$ cat config.mk
export PLATFORM = sky130hd
export DESIGN_NAME = ex_issue_arbiter
export DESIGN_NICKNAME = d
export VERILOG_FILES = /design/src/rtl/ex_issue_arbiter.sv
export SDC_FILE = /design/constraint.sdc
export NUM_CORES = 1
export LEC_CHECK = 0
export CAP_MARGIN = 25
export CORE_MARGIN = 4
export CORE_UTILIZATION = 39
export CTS_CLUSTER_DIAMETER = 60
export DETAILED_ROUTE_END_ITERATION = 7
export PLACE_DENSITY = 0.81
export SLEW_MARGIN = 20
export SYNTH_ARGS = -nofsm -noshare
export SYNTH_HDL_FRONTEND = slang
export SYNTH_SLANG_ARGS = --single-unit
$ cat constraint.sdc
create_clock -name clk -period 2.1 [get_ports clk]
set_input_delay 0.525 -clock clk [delete_from_list [all_inputs] [get_ports clk]]
set_output_delay 0.525 -clock clk [all_outputs]
set_load 0.005 [all_outputs]
$ cat src/rtl/ex_issue_arbiter.sv
// ex_issue_arbiter
//
// Shares one execution unit between two reservation stations (rs0, rs1).
// Selection is round-robin between whole instructions. Once a station is
// granted a uop that is not the last of its instruction, the arbiter locks
// onto that station until its last uop issues, so the uop streams of the two
// stations never interleave. Issued uops pass through a single registered
// output stage with ready/valid backpressure. A watchdog releases a lock
// whose owner has stopped presenting uops for LOCK_TIMEOUT cycles and raises
// a sticky error flag.
//
// State table:
//   state | meaning
//   IDLE  | no instruction in flight; round-robin choice between stations
//   LOCK0 | rs0 is mid-instruction; only rs0 may issue
//   LOCK1 | rs1 is mid-instruction; only rs1 may issue
//
// Ports:
//   clk          clock
//   a_rst        asynchronous reset, active low
//   rsN_valid    station N presents a uop
//   rsN_uop      station N uop (never inspected, only forwarded)
//   rsN_last     presented uop is the final uop of its instruction
//   rsN_pc       instruction PC
//   rsN_data     operand/temp data
//   rsN_ack      station N uop consumed this cycle (combinational)
//   ex_ready     execution unit accepts the output stage this cycle
//   ex_valid     output stage holds a uop
//   ex_uop       issued uop (NOP when nothing is issued)
//   ex_pc        issued PC
//   ex_data      issued data
//   ex_src       station the issued uop came from
//   err_timeout  sticky lock-timeout flag
//   err_clr      clears err_timeout (a simultaneous set wins)
//
// LOCK_TIMEOUT is meaningful in the range 1..255.

module ex_issue_arbiter #(
    parameter logic [19:0] NOP          = 20'b0000_0000_1111_00_000_000,
    parameter int          LOCK_TIMEOUT = 64
) (
    input  logic        clk,
    input  logic        a_rst,

    input  logic        rs0_valid,
    input  logic [19:0] rs0_uop,
    input  logic        rs0_last,
    input  logic [15:0] rs0_pc,
    input  logic [15:0] rs0_data,
    output logic        rs0_ack,

    input  logic        rs1_valid,
    input  logic [19:0] rs1_uop,
    input  logic        rs1_last,
    input  logic [15:0] rs1_pc,
    input  logic [15:0] rs1_data,
    output logic        rs1_ack,

    input  logic        ex_ready,
    output logic        ex_valid,
    output logic [19:0] ex_uop,
    output logic [15:0] ex_pc,
    output logic [15:0] ex_data,
    output logic        ex_src,

    output logic        err_timeout,
    input  logic        err_clr
);

    typedef enum logic [1:0] {
        IDLE  = 2'd0,
        LOCK0 = 2'd1,
        LOCK1 = 2'd2
    } state_t;

    // Counter value on which the next idle cycle fires the watchdog.
    localparam logic [7:0] TO_LAST = 8'(LOCK_TIMEOUT - 1);

    state_t     state;
    state_t     state_nxt;
    logic       rr_ptr;
    logic       rr_ptr_nxt;
    logic [7:0] to_cnt;
    logic [7:0] to_cnt_nxt;

    logic       accept;
    logic       grant0;
    logic       grant1;
    logic       any_ack;
    logic       lock_idle;
    logic       timeout_fire;

    // The output stage can take a new uop when it is empty or being drained.
    assign accept = ex_ready | ~ex_valid;

    assign any_ack = rs0_ack | rs1_ack;

    // The lock owner presents nothing this cycle. An ack implies the owner is
    // valid, so lock_idle and an ack are mutually exclusive.
    assign lock_idle = ((state == LOCK0) & ~rs0_valid) |
                       ((state == LOCK1) & ~rs1_valid);

    assign timeout_fire = lock_idle & (to_cnt == TO_LAST);

    // ------------------------------------------------------------------
    // State register
    // ------------------------------------------------------------------
    always_ff @(posedge clk or negedge a_rst) begin
        if (!a_rst) begin
            state  <= IDLE;
            rr_ptr <= 1'b0;
            to_cnt <= 8'd0;
        end else begin
            state  <= state_nxt;
            rr_ptr <= rr_ptr_nxt;
            to_cnt <= to_cnt_nxt;
        end
    end

    // ------------------------------------------------------------------
    // Next-state logic
    // ------------------------------------------------------------------
    always_comb begin
        state_nxt  = state;
        rr_ptr_nxt = rr_ptr;

        unique case (state)
            IDLE: begin
                if (rs0_ack) begin
                    if (rs0_last) begin
                        rr_ptr_nxt = 1'b1;
                    end else begin
                        state_nxt = LOCK0;
                    end
                end else if (rs1_ack) begin
                    if (rs1_last) begin
                        rr_ptr_nxt = 1'b0;
                    end else begin
                        state_nxt = LOCK1;
                    end
                end
            end
            LOCK0: begin
                if ((rs0_ack & rs0_last) | timeout_fire) begin
                    state_nxt  = IDLE;
                    rr_ptr_nxt = 1'b1;
                end
            end
            LOCK1: begin
                if ((rs1_ack & rs1_last) | timeout_fire) begin
                    state_nxt  = IDLE;
                    rr_ptr_nxt = 1'b0;
                end
            end
            default: begin
                state_nxt = IDLE;
            end
        endcase
    end

    // Watchdog counter: only counts owner-idle cycles; cycles stalled by the
    // execution unit while the owner is valid leave it untouched.
    always_comb begin
        to_cnt_nxt = to_cnt;
        if ((state == IDLE) | any_ack | timeout_fire) begin
            to_cnt_nxt = 8'd0;
        end else if (lock_idle) begin
            to_cnt_nxt = to_cnt + 8'd1;
        end
    end

    // ------------------------------------------------------------------
    // Output logic: grant and acknowledge
    // ------------------------------------------------------------------
    always_comb begin
        grant0 = 1'b0;
        grant1 = 1'b0;
        unique case (state)
            IDLE: begin
                grant0 = rs0_valid & (~rs1_valid | ~rr_ptr);
                grant1 = rs1_valid & (~rs0_valid |  rr_ptr);
            end
            LOCK0:   grant0 = 1'b1;
            LOCK1:   grant1 = 1'b1;
            default: begin
                grant0 = 1'b0;
                grant1 = 1'b0;
            end
        endcase

        // a_rst gating keeps the acks quiet while the block is held in reset,
        // when the empty output stage would otherwise make accept true.
        rs0_ack = a_rst & accept & grant0 & rs0_valid;
        rs1_ack = a_rst & accept & grant1 & rs1_valid;
    end

    // ------------------------------------------------------------------
    // Registered output stage
    // ------------------------------------------------------------------
    always_ff @(posedge clk or negedge a_rst) begin
        if (!a_rst) begin
            ex_valid <= 1'b0;
            ex_uop   <= NOP;
            ex_pc    <= 16'd0;
            ex_data  <= 16'd0;
            ex_src   <= 1'b0;
        end else if (accept) begin
            if (rs0_ack) begin
                ex_valid <= 1'b1;
                ex_uop   <= rs0_uop;
                ex_pc    <= rs0_pc;
                ex_data  <= rs0_data;
                ex_src   <= 1'b0;
            end else if (rs1_ack) begin
                ex_valid <= 1'b1;
                ex_uop   <= rs1_uop;
                ex_pc    <= rs1_pc;
                ex_data  <= rs1_data;
                ex_src   <= 1'b1;
            end else begin
                // pc/data/src keep the last issued values for debug visibility.
                ex_valid <= 1'b0;
                ex_uop   <= NOP;
            end
        end
    end

    // ------------------------------------------------------------------
    // Sticky timeout flag; a set in the same cycle as a clear wins.
    // ------------------------------------------------------------------
    always_ff @(posedge clk or negedge a_rst) begin
        if (!a_rst) begin
            err_timeout <= 1'b0;
        end else if (timeout_fire) begin
            err_timeout <= 1'b1;
        end else if (err_clr) begin
            err_timeout <= 1'b0;
        end
    end

endmodule

# Yosys cells after proc, flatten, opt, wreduce, memory -nomap -nowiden
# Cells that the tools add are included.
[classes]
addsub = 1
eq_ne = 10
n_mux = 30
n_bitwise = 25
n_reduce_logical = 8
[ops]
columns = ["op", "count"]
rows = [
  ["16-bit 2-to-1 mux", 4],
  ["20-bit 2-to-1 mux", 2],
  ["8-bit 2-to-1 mux", 2],
  ["3-bit inequality test, second input constant", 5],
  ["1-bit bitwise AND", 12],
  ["1-bit 2-to-1 mux", 12],
  ["2-bit 2-to-1 mux", 6],
  ["1-bit bitwise OR", 9],
  ["8-bit by 1-bit adder with 8-bit output, second input constant", 1],
  ["8-bit by 6-bit equality test with 1-bit output, second input constant", 1],
  ["2-bit one-hot mux with 3 select lines", 1],
  ["6-bit AND reduction", 1],
  ["2-bit nonzero test", 3],
  ["5-bit AND reduction", 1],
  ["2-bit by 1-bit inequality test with 1-bit output, second input constant", 2],
  ["1-bit NOT", 4],
  ["1-bit one-hot mux with 2 select lines", 2],
  ["1-bit one-hot mux with 3 select lines", 1],
  ["3-bit nonzero test", 1],
  ["2-bit by 1-bit equality test with 1-bit output, second input constant", 1],
  ["2-bit equality test, second input constant", 1],
  ["2-bit zero test", 1],
  ["2-bit AND reduction", 1],
]
[word_totals]
register_bits = 66
inputBits = 112
output_inout_bits = 57
elab_cells = 83

# Longest topological paths before layout
# Gate-level depths: netlist of the first run.
[logic_depth]
ltp_word = 10
mapped_depth = 9

# Worst setup path before layout of the first run
# OpenSTA, ideal clock, no wires.
[synth_timing]
kind = "register to register"
startpoint = "register state[0]"
endpoint = "register rr_ptr"
t_arrival_ps = 1749
t_required_ps = 1972
setup_slack_ps = 224
path_stages_with_launch = 10
period_less_slack_ps = 1876
cell_sequence = "dfrtp_1 inv_1 ha_1 a31o_2 nand2b_4 buf_6 inv_4 o21ai_2 a211oi_2 mux2_1"
[synth_between]
elab_chain_cells = 8
[synth_lines]
columns = ["item", "line", "text"]
rows = [
  ["start, declared", "79", "state_t state;"],
  ["start signal, assigned", "114", "state <= state_nxt;"],
  ["2-bit equality test (tied with other cells)", "101, 127, 178", ""],
  ["1-bit one-hot mux with 2 select lines", "178", "unique case (state)"],
  ["1-bit bitwise AND (on tied branches) (2 in a row)", "194, 193", ""],
  ["1-bit bitwise AND (on tied branches)", "150, 144", ""],
  ["1-bit bitwise OR (on tied branches)", "150, 144", ""],
  ["2-bit by 1-bit inequality test with 1-bit output (no line)", "n/a", ""],
  ["6-bit AND reduction (no line)", "n/a", ""],
  ["end signal, assigned", "115", "rr_ptr <= rr_ptr_nxt;"],
  ["end, declared", "81", "logic rr_ptr;"],
]
# Several ways; a longest one is shown, not always the timed one.
# A chain may end at the register's enable or synchronous reset.

# Worst setup path after layout of the first run
[layout_timing]
startpoint = "register state[0]"
endpoint = "output rs0_ack"
[layout_between]
elab_chain_cells = 4
[layout_lines]
columns = ["item", "line", "text"]
rows = [
  ["2-bit by 1-bit equality test with 1-bit output / 2-bit zero test (equally long branches)", "178", ""],
  ["1-bit one-hot mux with 2 select lines *", "178", ""],
  ["1-bit bitwise AND * (2 in a row)", "193", "rs0_ack = a_rst & accept & grant0 & rs0_valid;"],
  ["end, declared", "50", "output logic rs0_ack,"],
]
# Mark *: on every way between the ends. The rest lies on a longest branch, timed or not.

==> flow_summary.yaml, run 1 <==
synth:
  yosysSeqAreaShare: 0.526
  synthAdderAreaFrac: 0.0199
  ys_warn_count: 0
  synth_xor_area_frac: 0.0167
  synth_compound_area_frac: 0.172
  synth_top_family_by_area: "simple AND/OR/NAND/NOR gates"
  synth_top_cell_by_area: "dfrtp_1"
  synth_nets: 455
  avgSynthCellArea_um2: 9.32
  muxShareOfSynthArea: 0.00993
  synth_area_mm2: 0.00315
  postSynth.asyncResetShare: 1.00
  yosys-top-cells-area: "dfrtp_1 (49%), nand2_1 (8.5%), a31oi_1 (6.6%), a222oi_1 (5.1%), nor2_1 (5.0%)"
  synth_seq_cells: 66
  synth-main-ff-cell: "dfrtp_1"
  synth-edff-count: 0
  yosys.area_share.simple: 0.184
  yosys.cell_types.count: 41
  syn_inst: 338
  synthDominantCellAreaShare: 0.492
clock_network:
  clock-sinks: 66
  htreeDepth: 3
  clk_pin_slew_ns: 0.08
  clk_path_buf_depth: 2
  cts_hold_buf: 0
  numCtsBuffers: 9
  clk_latency_ns: 0.34
  cts_tree: "yes"
  cts-root-buf: "clkbuf_8"
power_and_ir_drop:
  switchingPower_mw: 2.01
  p_int_mw: 3.89
  sw_frac_of_total: 0.340
  pwr-share-seq: 0.338
  pwr-share-clk: 0.162
  ir_worst_vdd_v: 0.000484
  total_power_mw: 5.90
  comb_power_share: 0.500
  power_density_mw_per_mm2: 1100
  leakage_nw: 2.42
worst_setup_path:
  slowest_delay_ns: 0.38
  cp_slowest_cell: "dfrtp_1"
  required_ns: 1.57
  cp_num_buf_inv: 3
  cp_top_family: "flip-flops"
  worstRegToRegCells: 9
  crit_cells: 6
  end_kind: "output port"
  path_cells: "inv_2 -> ha_2 -> a31o_4 -> nand2b_4 -> inv_4 -> clkdlybuf4s15_2"
  rrSetupSlack_ns: 0.05
  startpoint_type: "flip-flop"
  worstPathMaxFanout: 3
  crit_type: "flip-flop to output port"
  cp.arrival_ns: 1.56
timing:
  finalHoldViolCount: 0
  rsz0062_at_grt: "true"
  setup_viol: 0
  skew_ns: 0.0118
  max_freq_mhz: 479
  finalSetupTns_ns: 0
  min_period_over_period: 0.995
  post-route-min-period_ns: 2.09
  fin_ws_ns: 0.0114
  slew_viol_final: 0
  slew_headroom: 0.577
  tightest_slew_ns: 0.632
detailed_routing:
  routed_wl_um: 10000
  drcViolationCount: 0
  routed_via_density: 5.12
  ant_nets: 0
  wl_per_cell_um: 15.8
  drtPass1Iterations: 6
  first_iter_violations: 183
  vias: 3259
grt:
  grt_max_degree: 45
  antenna_found_initial: 0
  grt_pass1_vias: 3363
  grt_first_pass_wirelength_um: 16200
  overflow: 0
  grt_usage: 0.208
floorplan:
  rows: 32
  ios: 169
  start_util: 0.404
  core_area_mm2: 0.00781
  die_y_um: 97.9
  die_area_mm2: 0.00958
  die_x_um: 97.9
place:
  hpwl_um: 7550
  gp_congestion: 0.900
  numPortBuffers: 168
  pre_cts_slack_ns: -0.446
status:
  status: "finished clean"
cells_and_area:
  area_delta_synth_final_pct: 70.8
  drive_gt1_frac: 0.152
  antenna_cells: 0
  nets: 646
hold_path:
  hold_class: "primary input to async pin"
flow_run:
  drv_cap: 0
## layout make-up
type | count | area [um^2]
fill | 607 | 2430
timing repair buffer | 204 | 1970
sequential | 66 | 1660
multi-input combinational | 223 | 1350
clock buffer | 10 | 138
tap | 102 | 128
inverter | 25 | 96.3
clock inverter | 6 | 42.5
## state kept, by name, indices dropped and copies added, names as in the netlist, 2 cells and up
register,cells
state,2
ex_uop,20
ex_pc,16
to_cnt,8
ex_data,16
## per-stage QoR
stage,std cells,hold slack (ns),area (um^2),utilization
6_report,636,0.273,5380,0.689
3_5_place_dp,614,0.469,5070,0.650
5_1_grt,636,0.285,5380,0.689
3_3_place_gp,614,0.465,5070,0.650
4_1_cts,634,0.267,5320,0.682
2_1_floorplan,338,0.229,3150,-
## cells in the mapped netlist (2+ instances only)
master     n
a211oi_1   2
a21o_1     2
ha_1       5
buf_2     14
mux2i_1    2
nor2_1    42
o21ai_0    2
a222oi_1  16
and3_1     2
dfrtp_1   62
o211ai_1   2
nand2_1   71
nand4_1    4
buf_4      4
nand2b_1   4
xor2_1     5
inv_1     24
o22ai_1    5
dfstp_2    4
clkbuf_1   5
a31oi_1   33
a21oi_1    6
nor2b_1    3
nand3_1    2
## layer usage
layer | part of all wire | GRT usage | vias up
li1 | - | - | 1553
met1 | 0.40 | 0.244 | 1562
met2 | 0.50 | 0.362 | 131
met3 | 0.078 | 0.0614 | 13
met4 | 0.015 | 0.0724 | 0
met5 | 0 | 0 | -
## power groups by stage
stage	clock network, mW	logic [mW]	registers (mW)
floorplan	0	1.16	2.03
global placement	0	2.70	1.99
detailed placement	0	2.76	2.01
CTS	0.987	2.85	2.00
global route	1.05	3.20	2.05
finish	0.956	2.95	1.99
## worst paths after layout
path,from,end
max in group asynchronous,a_rst,err_timeout
worst max register to register,state[0],rr_ptr
worst min register to register,ex_src,ex_src
worst max-delay path,state[0],rs0_ack
min in group clk,ex_src,ex_src
worst min-delay path,a_rst,ex_uop[15]
## placed cells by master (no fill, tap or decap), types with 3 or more instances in the layout
master,n
a31oi_1,33
dlygate4sd2_1,3
nand4_1,4
o22ai_1,5
dfstp_2,4
nand2b_1,3
nand2_1,71
xor2_1,5
buf_4,33
clkbuf_8,10
dfrtp_1,62
a21oi_1,4
inv_1,22
clkdlybuf4s50_1,162
a222oi_1,16
nor2_1,41
## cells by family after synthesis
logic type	after synthesis
mux	3
fa+ha+maj	5
xor+xnor	6
simple gates	135
buf+inv	49
flops	66
compound gates	74
## repair_timing
| item | 4_1_cts | 5_1_grt |
|---|---|---|
| pin swaps | 2 | 1 |
| endpoints found under the setup margin | 3 | 24 |
| setup buffers | 4 | 3 |
| gates resized for setup | 17 | 8 |
Note: power is estimated with default switching activity, not from simulation.
==> run 2, diff against run 1 <==
CTS_BUF_LIST = sky130_fd_sc_hd__clkbuf_16   (was default)
RECOVER_POWER = 100   (was default)
==> flow_summary.yaml, run 2 (synthesis results as in run 1) <==
timing:
  rsz0062_at_grt: "true"
  tightest_slew_ns: 1.16
  finalSetupTns_ns: 0
  min_period_over_period: 0.988
  post-route-min-period_ns: 2.08
  setup_viol: 0
  skew_ns: 0.00536
  slew_headroom: 0.226
  finalHoldViolCount: 0
  max_freq_mhz: 482
  slew_viol_final: 0
grt:
  gr-usage-met3: 0.0657
  antenna_found_initial: 0
  grt_usage: 0.209
  busiest_layer: "met2"
  grt_first_pass_wirelength_um: 16300
  grtUsageMet1: 0.240
  grt_use_met2: 0.367
  grt_max_degree: 45
  grt_pass1_vias: 3368
  overflow: 0
power_and_ir_drop:
  total_power_mw: 6.18
  leakage_nw: 2.43
  ir_worst_vdd_v: 0.000545
  power_density_mw_per_mm2: 1140
detailed_routing:
  routed_wl_um: 10000
  vias: 3247
  routed_via_density: 5.12
  drcViolationCount: 0
  drtPass1Iterations: 5
  first_iter_violations: 175
  ant_nets: 0
  wl_per_cell_um: 15.8
clock_network:
  clock-sinks: 66
  cts-root-buf: "clkbuf_16"
  clk_path_buf_depth: 2
  htreeDepth: 3
  numCtsBuffers: 9
  cts_tree: "yes"
  clk_latency_ns: 0.33
  clk_pin_slew_ns: 0.05
  cts_hold_buf: 0
floorplan:
  die_x_um: 97.9
  die_area_mm2: 0.00958
  ios: 169
  die_y_um: 97.9
  rows: 32
  start_util: 0.404
  core_area_mm2: 0.00781
worst_setup_path:
  worstPathMaxFanout: 4
  crit_type: "flip-flop to output port"
  startpoint_type: "flip-flop"
  cp_slowest_cell: "dfrtp_1"
  end_kind: "output port"
  slowest_delay_ns: 0.37
  cp.arrival_ns: 1.55
  required_ns: 1.57
  path_cells: "inv_2 -> ha_2 -> a31o_4 -> nand2b_4 -> inv_4 -> clkdlybuf4s15_2"
cells_and_area:
  drive_gt1_frac: 0.137
  largest_registers: "ex_uop x20, ex_data x16, ex_pc x16"
  nets: 644
  regMostFlops: "ex_uop"
  largest_reg_flops: 20
  final_cell_mix: "clkdlybuf4s50_1 (162), nand2_1 (71), dfrtp_1 (62), nor2_1 (41), a31oi_1 (33)"
  area_delta_synth_final_pct: 71.8
  n_fill_cell: 606
  antenna_cells: 0
  final_common_cell: "clkdlybuf4s50_1"
  final_cells: 634
flow_run:
  drv_cap: 0
place:
  hpwl_um: 7550
  gp_congestion: 0.900
  placed_cells: 614
  numPortBuffers: 168
status:
  status: "finished clean"
hold_path:
  hold_class: "flip-flop to flip-flop"
-- run 2: cell types whose count changed in the layout (fill, tap and decap cells not counted), sizes merged --
cell / previous run / this run
buf: 37 / 32
clkbuf: 11 / 12
clkinv: 4 / 5
dlygate4sd2: 3 / 4
-- run 2: worst max-delay path: cells and delay by family (launching register included) --
family | cells | cell delay [ns]
buf+inv | 3 | 0.32
fa+ha+maj | 1 | 0.20
flops | 1 | 0.37
simple gates | 1 | 0.09
compound gates | 1 | 0.25
-- run 2: timing repair --
action                                 CTS  global route
setup endpoints to repair                3            32
resized for setup                       13             6
buffers inserted                         4             1
pin swaps                                2             1
endpoints found under the hold margin    0             0
-- run 2: worst paths after layout --
kind,depth (start not counted),from,endpoint,slack (ns)
min,1,ex_src,ex_src,0.49
min reg2reg,1,ex_src,ex_src,0.49
max,6,state[0],rs0_ack,0.02
max in group asynchronous,2,a_rst,ex_uop[16],0.67
min in group asynchronous,2,a_rst,ex_valid,0.74
max reg2reg,9,state[0],rr_ptr,0.07
-- run 2: through the flow --
step	setup slack, ns	instance area (um^2)	hold slack (ns)	util
3_5_place_dp	-0.446	5070	0.469	0.650
3_3_place_gp	-0.431	5070	0.465	0.650
2_1_floorplan	0.224	3150	0.229	-
6_report	0.0244	5410	0.487	0.693
4_1_cts	-0.0410	5390	0.289	0.691
5_1_grt	-0.0202	5410	0.521	0.693
-- run 2: area by class of cell --
cell class	count	area, um^2	share of cell area
clock inverters	7	46.3	0.00855
inverters	25	96.3	0.0178
clock buffers	9	225	0.0416
flip-flops and latches	66	1660	0.306
well taps	102	128	0.0236
multi-input cells	223	1330	0.245
repair buffers	202	1940	0.358
-- run 2: power breakdown --
| part | leakage (nW) | total [mW] | switching [mW] | internal [mW] |
|---|---|---|---|---|
| Clock | 0.129 | 1.34 | 0.546 | 0.792 |
| Combinational | 1.50 | 2.84 | 1.22 | 1.62 |
| Sequential | 0.800 | 2.00 | 0.257 | 1.74 |
| Total | 2.43 | 6.18 | 2.02 | 4.16 |
-- run 2: routing by layer --
| metal | part of all wire | wire length (um) |
|---|---|---|
| met3 | 0.079 | 792 |
| met2 | 0.51 | 5140 |
| met5 | 0 | 0 |
| met1 | 0.40 | 3970 |
| met4 | 0.014 | 137 |
==> run 3, diff against run 2 <==
CORE_ASPECT_RATIO = 1.4   (was default)
CORE_UTILIZATION = 42   (was 39)
PLACE_DENSITY = 0.86   (was 0.81)
RECOVER_POWER = default   (was 100)
clock period = 2.6 ns   (was 2.1 ns; I/O delays follow)
==> flow_summary.yaml, run 3 (synthesis results as in run 1) <==
status:
  status: "finished clean"
cells_and_area:
  final_cell_mix: "clkdlybuf4s50_1 (165), nand2_1 (71), dfrtp_1 (62), nor2_1 (42), a31oi_1 (33)"
  drive_gt1_frac: 0.100
  antenna_cells: 0
  largest_reg_flops: 20
  fin_util: 0.724
  regMostFlops: "ex_uop"
  nets: 631
  area_delta_synth_final_pct: 68.1
  largest_registers: "ex_uop x20, ex_data x16, ex_pc x16"
  final_common_cell: "clkdlybuf4s50_1"
  n_fill_cell: 552
clock_network:
  cts_tree: "yes"
  cts-root-buf: "clkbuf_16"
  clk_pin_slew_ns: 0.05
  clk_path_buf_depth: 2
  clock-sinks: 66
  numCtsBuffers: 9
  clk_latency_ns: 0.32
  cts_hold_buf: 0
  htreeDepth: 3
floorplan:
  die_area_mm2: 0.00897
  ios: 169
  rows: 37
  die_y_um: 110
  core_area_mm2: 0.00731
  die_x_um: 81.2
  start_util: 0.431
detailed_routing:
  wl_per_cell_um: 16.5
  drcViolationCount: 0
  ant_nets: 0
  vias: 3266
  drtPass1Iterations: 5
  routed_via_density: 5.30
  routed_wl_um: 10200
  first_iter_violations: 188
power_and_ir_drop:
  sw_frac_of_total: 0.322
  pwr-share-seq: 0.327
  p_int_mw: 3.35
  comb_power_share: 0.440
  ir_worst_vdd_v: 0.000561
  pwr-share-clk: 0.233
  power_density_mw_per_mm2: 934
  switchingPower_mw: 1.59
  leakage_nw: 2.40
flow_run:
  drv_cap: 0
worst_setup_path:
  crit_type: "primary input to output port"
  end_kind: "output port"
  required_ns: 1.95
  worstPathMaxFanout: 3
  cp.arrival_ns: 1.90
  startpoint_type: "primary input"
timing:
  post-route-min-period_ns: 2.55
  setup_viol: 0
  tightest_slew_ns: 0.844
  rsz0062_at_grt: "false"
  min_period_over_period: 0.979
  finalSetupTns_ns: 0
  fin_hold_ws_ns: 0.163
  finalHoldViolCount: 0
  max_freq_mhz: 393
  slew_headroom: 0.437
  skew_ns: 0.00994
  slew_viol_final: 0
grt:
  overflow: 0
  grt_pass1_vias: 3452
  grt_max_degree: 66
  grt_usage: 0.234
  antenna_found_initial: 0
  grt_first_pass_wirelength_um: 16200
place:
  hpwl_um: 7810
  numPortBuffers: 168
  gp_congestion: 0.791
hold_path:
  hold_class: "primary input to async pin"
## run 3: cell types whose count changed in the layout (fill, tap and decap cells not counted), moves of 2 or more
cell,previous run,this run
clkbuf_1,2,0
clkinvlp_4,2,0
clkdlybuf4s50_1,162,165
buf_4,30,20
dlygate4sd2_1,4,2
ha_2,3,0
inv_2,2,0
inv_1,22,25
ha_1,1,5
## run 3: worst paths after layout
check                       startpoint          end  slack, ns  cells after the start
max in group asynchronous        a_rst   ex_data[9]       1.36                      2
max                          rs1_valid      rs0_ack       0.05                      6
min                              a_rst  err_timeout       0.16                      1
min in group clk           err_timeout  err_timeout       0.48                      1
max reg2reg                   state[0]       rr_ptr       0.39                      9
min reg2reg                err_timeout  err_timeout       0.48                      1
## run 3: layout make-up
type / instances / area, um^2 / area share
clock buffers: 9 / 225 / 0.0425
clock inverters: 7 / 61.3 / 0.0116
inverters: 25 / 96.3 / 0.0182
multi-input cells: 223 / 1290 / 0.244
flip-flops and latches: 66 / 1660 / 0.313
well taps: 97 / 121 / 0.0229
repair buffers: 189 / 1840 / 0.348
## run 3: metal layers
layer  share of wire  GRT usage
met3           0.068     0.0506
met4           0.036      0.115
met1            0.34      0.230
met5               0          0
met2            0.55      0.438
## run 3: power by group through the flow
stage | Sequential [mW] | Clock, mW | Combinational [mW]
finish | 1.62 | 1.15 | 2.18
CTS | 1.62 | 1.17 | 2.20
detailed placement | 1.63 | 0 | 2.18
global placement | 1.61 | 0 | 2.11
floorplan | 1.64 | 0 | 0.939
global route | 1.67 | 1.21 | 2.38
## run 3: repair_timing
item | CTS | global route
endpoints found under the setup margin | 2 | 0
setup buffers | 1 | 0
gates resized for setup | 3 | 0
## run 3: critical path, stage by stage
cell             delay, ns
clkdlybuf4s50_1       0.49
nand2_1               0.08
a31o_2                0.28
nand2b_4              0.09
inv_4                 0.04
dlygate4sd2_1         0.25
## run 3: per-stage QoR
| stage | setup slack, ns | std cells | total power, mW | cell area, um^2 |
|---|---|---|---|---|
| 3_5_place_dp | -0.201 | 599 | 3.81 | 4990 |
| 3_3_place_gp | -0.184 | 599 | 3.72 | 4990 |
| 2_1_floorplan | 0.507 | 338 | 2.57 | 3150 |
| 6_report | 0.0549 | 616 | 4.95 | 5300 |
| 5_1_grt | 0.0118 | 616 | 5.26 | 5300 |
| 4_1_cts | 0.0486 | 616 | 4.98 | 5290 |
